## src/rtl/tinyalu_pkg.sv

```systemverilog
// Shared types and constants for the memory interface unit.
// Contents: mif_state_t FSM encoding, memory width constants, default error byte,
//           and a helper that picks which store byte goes out on each write beat.
package tinyalu_pkg;

  localparam int         MEM_AW           = 14;
  localparam int         MEM_DW           = 8;
  localparam logic [7:0] ERR_DATA_DEFAULT = 8'hFF;

  typedef enum logic [2:0] {
    IDLE,
    RD_REQ,
    RD_WAIT,
    WR_LO,
    WR_HI,
    DONE
  } mif_state_t;

  // Byte written on a given beat: beat 0 targets addr, beat 1 targets addr+1.
  // Little-endian puts word[7:0] on beat 0; big-endian swaps the halves.
  function automatic logic [7:0] store_byte(input logic [15:0] word,
                                            input logic        second_beat,
                                            input logic        big_endian);
    return (second_beat ^ big_endian) ? word[15:8] : word[7:0];
  endfunction

endpackage

```

## src/rtl/mem_if_timer.sv

```systemverilog
// Read-wait timer: 8-bit counter, synchronous clear (priority) and count enable.
// Ports: clk, reset_n (async active-low), clr, en in; expired out (combinational).
// expired is high while count == TIMEOUT-1, i.e. in the TIMEOUT-th enabled cycle.
module mem_if_timer #(
  parameter int TIMEOUT = 16
) (
  input  logic clk,
  input  logic reset_n,
  input  logic clr,
  input  logic en,
  output logic expired
);

  logic [7:0] count;

  always_ff @(posedge clk or negedge reset_n) begin
    if (!reset_n) begin
      count <= 8'd0;
    end else if (clr) begin
      count <= 8'd0;
    end else if (en) begin
      count <= count + 8'd1;
    end
  end

  // Counting starts at 0 on the first wait cycle, so matching TIMEOUT-1 flags
  // the last allowed cycle and the FSM leaves after exactly TIMEOUT cycles.
  assign expired = (count == 8'(TIMEOUT - 1));

endmodule

```

## src/rtl/mem_interface_unit.sv

```systemverilog
// Bridges load/store requests to a byte-wide req/gnt/rvalid memory: 1 read per load, 2 writes per store.
// Latency: request sampled in IDLE, mem_done 3 cycles later with gnt high and rvalid one cycle after grant.
// Backpressure: mem_req/addr/wdata held stable until mem_gnt; reads abort after TIMEOUT wait cycles.
// Ports: clk, reset_n, load, store, addr, result, err_clr in; data, mem_done, err out;
//        mem_req, mem_we, mem_addr, mem_wdata out and mem_gnt, mem_rvalid, mem_rdata in to memory.
module mem_interface_unit
  import tinyalu_pkg::*;
#(
  parameter int         ADDR_W     = MEM_AW,
  parameter int         TIMEOUT    = 16,
  parameter logic [7:0] ERR_DATA   = ERR_DATA_DEFAULT,
  parameter bit         BIG_ENDIAN = 1'b0
) (
  input  logic              clk,
  input  logic              reset_n,
  input  logic              load,
  input  logic              store,
  input  logic [ADDR_W-1:0] addr,
  input  logic [15:0]       result,
  output logic [MEM_DW-1:0] data,
  output logic              mem_done,
  output logic              err,
  input  logic              err_clr,
  output logic              mem_req,
  output logic              mem_we,
  output logic [ADDR_W-1:0] mem_addr,
  output logic [MEM_DW-1:0] mem_wdata,
  input  logic              mem_gnt,
  input  logic              mem_rvalid,
  input  logic [MEM_DW-1:0] mem_rdata
);

  mif_state_t        state;
  logic [ADDR_W-1:0] cap_addr;
  logic [15:0]       cap_result;
  logic              timer_clr;
  logic              timer_en;
  logic              timer_expired;

  // Timer restarts on the grant that moves us into RD_WAIT, then runs only there.
  assign timer_clr = (state == RD_REQ) && mem_gnt;
  assign timer_en  = (state == RD_WAIT);

  mem_if_timer #(
    .TIMEOUT (TIMEOUT)
  ) u_timer (
    .clk     (clk),
    .reset_n (reset_n),
    .clr     (timer_clr),
    .en      (timer_en),
    .expired (timer_expired)
  );

  // Memory-side outputs are loaded on the transition into each state so they
  // are already valid (and stay stable) during the first cycle of that state.
  always_ff @(posedge clk or negedge reset_n) begin
    if (!reset_n) begin
      state      <= IDLE;
      cap_addr   <= '0;
      cap_result <= '0;
      data       <= '0;
      mem_done   <= 1'b0;
      err        <= 1'b0;
      mem_req    <= 1'b0;
      mem_we     <= 1'b0;
      mem_addr   <= '0;
      mem_wdata  <= '0;
    end else begin
      mem_done <= 1'b0;
      // Clear first; any error raised below in the same cycle overrides it.
      if (err_clr) err <= 1'b0;

      case (state)
        IDLE: begin
          cap_addr   <= addr;
          cap_result <= result;
          if (load) begin
            // load wins a load&store collision; the collision itself is an error.
            if (store) err <= 1'b1;
            state    <= RD_REQ;
            mem_req  <= 1'b1;
            mem_we   <= 1'b0;
            mem_addr <= addr;
          end else if (store) begin
            state     <= WR_LO;
            mem_req   <= 1'b1;
            mem_we    <= 1'b1;
            mem_addr  <= addr;
            mem_wdata <= store_byte(result, 1'b0, BIG_ENDIAN);
          end
        end

        RD_REQ: begin
          if (mem_gnt) begin
            state   <= RD_WAIT;
            mem_req <= 1'b0;
          end
        end

        RD_WAIT: begin
          // rvalid is checked first so a response in the expiry cycle is not an error.
          if (mem_rvalid) begin
            data     <= mem_rdata;
            state    <= DONE;
            mem_done <= 1'b1;
          end else if (timer_expired) begin
            data     <= ERR_DATA;
            err      <= 1'b1;
            state    <= DONE;
            mem_done <= 1'b1;
          end
        end

        WR_LO: begin
          if (mem_gnt) begin
            state     <= WR_HI;
            mem_addr  <= cap_addr + ADDR_W'(1);  // wraps at the top of memory
            mem_wdata <= store_byte(cap_result, 1'b1, BIG_ENDIAN);
          end
        end

        WR_HI: begin
          if (mem_gnt) begin
            state    <= DONE;
            mem_req  <= 1'b0;
            mem_we   <= 1'b0;
            mem_done <= 1'b1;
          end
        end

        DONE: begin
          state <= IDLE;
        end

        default: begin
          state <= IDLE;
        end
      endcase
    end
  end

endmodule

```

## config.mk

```make
export PLATFORM = sky130hd
export DESIGN_NAME = mem_interface_unit
export DESIGN_NICKNAME = d
export VERILOG_FILES = /design/src/rtl/tinyalu_pkg.sv /design/src/rtl/mem_if_timer.sv /design/src/rtl/mem_interface_unit.sv
export SDC_FILE = /design/constraint.sdc
export NUM_CORES = 1
export LEC_CHECK = 0
export ABC_AREA = 1
export CORE_AREA = 2 2 83 85
export CTS_CLUSTER_SIZE = 8
export DETAILED_ROUTE_END_ITERATION = 6
export DIE_AREA = 0 0 85 87
export PLACE_DENSITY = 0.83
export SLEW_MARGIN = 20
export SYNTH_ARGS = -nofsm -noshare
export SYNTH_HDL_FRONTEND = slang
export SYNTH_HIERARCHICAL = 1
export SYNTH_SLANG_ARGS = --single-unit
```

## constraint.sdc

```tcl
create_clock -name clk -period 2.9 [get_ports clk]
set_clock_uncertainty 0.15 [all_clocks]
set_input_delay 0.29 -clock clk [delete_from_list [all_inputs] [get_ports clk]]
set_output_delay 0.29 -clock clk [all_outputs]
set_load 0.02 [all_outputs]
```

==> qor.txt <==
Status: complete, no violations
Worst stage delay on the critical path: 0.45 ns
Die W: 85 um
Max_slew headroom: 0.5134
CTS tree: done
Die H: 87 um
Detail Route Antenna Nets: 0
CP startpoint kind: register
Synth Area per Inst: 7.538 um2
Slew @ Worst Pin: 0.7232 ns
Worst r2r path cells: 8
Critical R2R Capture: mem_addr[8]$_DFFE_PN0P_
Final count of pins violating max slew: 0
Max IR drop VDD: 0.5791 mV
Placer Congestion: 0.9488
MaxCap Viol Count: 0
CTS sink cnt: 67
Cells along the critical path: nor2_2 > nand2_2 > inv_2 > nand2_2 > nand2_2 > inv_1 > nand3_1 > nand2_1
Worst skew pair latency: 0.33 ns
Placed cells: 601
Sequential area share after synthesis: 0.4921
Final hold violation count: 0
Tcrit/Tclk final: 0.7540
Share of layout cells above drive strength 1: 0.08007
Arrival time worst endpoint: 2.25 ns
Worst EP required: 2.97 ns
CORE AREA: 0.006569 mm2
Layout area overhead: 29.12%
Final min period: 2.187 ns
# IOs: 79
H-tree depth: 3
Yosys cell types: 36
Ant diodes: 0
Num rows: 30
Post-synthesis register bit count: 67
Port bufs: 78
CTS Buf Count: 9
Power Density: 1046 mW/mm2
Pre-CTS setup slack: 0.6090 ns
Slowest cell on crit path: dfrtp_1
Worst-path fanout max: 22
Cts repair resizes: 0
Hold Path Class: reg2reg
WL final: 7856 um
Synth area leaders: dfrtp_1 49%, nand2_1 19%, nor2_1 5.2%
Total Routing Usage GR: 0.2260
Final Power: 4.603 mW
Post-synth net total: 499
Cells after Synth: 452
Die area: 0.007395 mm2
Post-route insts no fill: 617
Register-to-Register Setup Slack: 0.71 ns
Critical Path Sink Type: register
Aggregate global routing overflow: 0
Warnings from Yosys: 6
Vias: 3115
Initial antenna violation count: 0
Starting Density: 0.5187
Clk Tree Root Cell: clkbuf_8
Fmax: 457.3 MHz
Post-layout nets: 580
Worst setup path class: reg2reg
Setup TNS: 0 ns
DR iter-0 viols: 169
P_leak: 2.131 nW
Clock Path Buffers: 2
Post-synth top area share: 0.4921
Final setup violation count: 0
Routed len/inst: 12.73 um
CP most frequent cell: nand2_2
DRC: 0
Reg clk slew, reported paths: 0.07 ns
DRT Pass-1 Iters: 4
Crit path launch: state[0]$_DFFE_PN0P_
Cell area after synthesis: 0.003407 mm2
Min-delay src: cap_result[14]$_DFFE_PN0P_
Unrepaired setup endpoints after global routing: no
Leading area contributor after synthesis: dfrtp_1
Final setup margin: 0.7134 ns
Largest net degree at the start of global routing: 40
Vias in the first global route: 3017
DP HPWL: 5591 um
Vias per cell: 5.049
Worst Setup EP: mem_addr[8]$_DFFE_PN0P_
First-pass GRT wire length: 13340 um
RR Startpoint: state[0]$_DFFE_PN0P_
[cells by family after synthesis]
| logic type | share of synthesized area |
|---|---|
| and+or+nand+nor | 0.3375 |
| DFF | 0.4921 |
| AOI/OAI and AO/OA | 0.08814 |
| buffers and inverters | 0.06720 |
| xor gates and xnor gates | 0.007713 |
| adders and majority gates | 0.007344 |
[timing repair]
| action | 4_1_cts | 5_1_grt |
|---|---|---|
| setup buffers | 0 | 0 |
| hold buffers | 1 | 0 |
| hold endpoints to repair | 67 | 0 |
[critical path, delay by kind of cell (launching register included)]
kind                   cells  cell delay [ns]
buffers and inverters      2             0.38
DFF                        1             0.45
and+or+nand+nor            6             1.09
[layout make-up]
cell class                 count  area [um2]
fill                         533        2170
tap                           80       100.1
multi-input combinational    333        1501
timing repair buffer          82       808.3
sequential                    67        1677
inverter                      40       152.6
clock buffer                  12       145.1
clock inverter                 3       15.01
[layer usage]
| metal | wire length (um) | share of wire | GRT usage | vias up |
|---|---|---|---|---|
| met1 | 3624 | 0.46 | 0.2945 | 1422 |
| met4 | 89 | 0.011 | 0.08514 | 0 |
| li1 | - | - | - | 1592 |
| met3 | 461 | 0.059 | 0.05118 | 8 |
| met2 | 3680 | 0.47 | 0.3707 | 93 |
| met5 | 0 | 0 | 0 | - |
[cell usage after synthesis]
master and instances:
nor3_1 2, clkinv_1 1, nand3b_1 1, ha_1 2, or2_1 1, inv_1 31
nor2_4 2, inv_2 7, o211ai_1 2, nand3_4 1, nand2_1 172, nor2_2 6
buf_4 2, nor4_1 2, o21bai_1 1, nor2_1 47, clkbuf_1 1, nand3_2 1
and2_1 1, nand3_1 26, dfrtp_1 67, xnor2_1 2, nand2_4 1, nand2_2 3
a21oi_2 1, buf_2 7, xor2_1 1, buf_6 2, o21ai_1 14, o21ai_2 2
o22ai_1 1, nand4_1 5, o21ai_0 31, a21oi_1 4, inv_4 1, or2_2 1
[metrics by stage]
step | hold slack (ns) | cell area (um2) | utilization
floorplan | -0.1556 | 3407 | -
global placement | 0.1758 | 4229 | 0.6438
detailed placement | 0.1761 | 4229 | 0.6438
CTS | 0.3344 | 4399 | 0.6697
global route | 0.3569 | 4399 | 0.6697
finish | 0.3296 | 4399 | 0.6697
[cells in the final DEF, fill, tap and decap left out, types with 2 or more instances in the layout]
| master | count |
|---|---|
| clkbuf_8 | 10 |
| nand2_2 | 3 |
| a21oi_1 | 4 |
| nor4_1 | 2 |
| nor2_4 | 2 |
| o21ai_1 | 14 |
| nor2_2 | 6 |
| dfrtp_1 | 67 |
| inv_2 | 7 |
| clkinv_2 | 3 |
| buf_4 | 3 |
| clkbuf_1 | 2 |
| o21ai_2 | 2 |
| ha_1 | 2 |
| clkdlybuf4s50_1 | 77 |
| o21ai_0 | 31 |
| xnor2_1 | 2 |
| inv_1 | 31 |
| nor3_1 | 2 |
| nand4_1 | 5 |
| nand2_1 | 172 |
| o211ai_1 | 2 |
| nor2_1 | 47 |
| nand3_1 | 26 |
[flip-flops by register name (all words and copies together), names as in the netlist]
register,flops
u_timer/count,8
mem_addr,14
mem_wdata,8
cap_result,8
state,3
mem_done,1
mem_we,1
err,1
cap_addr,14
data,8
mem_req,1
[worst min path at each step]
stage / to / slack [ns] / depth (start not counted)
3_3_place_gp: mem_addr[7]$_DFFE_PN0P_ / 0.18 / 2
4_1_cts: cap_result[14]$_DFFE_PN0P_ / 0.33 / 2
5_1_grt: mem_addr[11]$_DFFE_PN0P_ / 0.36 / 2
6_report: cap_result[14]$_DFFE_PN0P_ / 0.33 / 2
3_5_place_dp: cap_addr[7]$_DFFE_PN0P_ / 0.18 / 2
2_1_floorplan: cap_addr[0]$_DFFE_PN0P_ / -0.16 / 0
[where the power goes]
part / internal (mW) / switching (mW)
clock network: 0.325 / 0.326
registers: 1.37 / 0.309
logic: 0.898 / 1.38
Power figures use the tool's default switching activity.
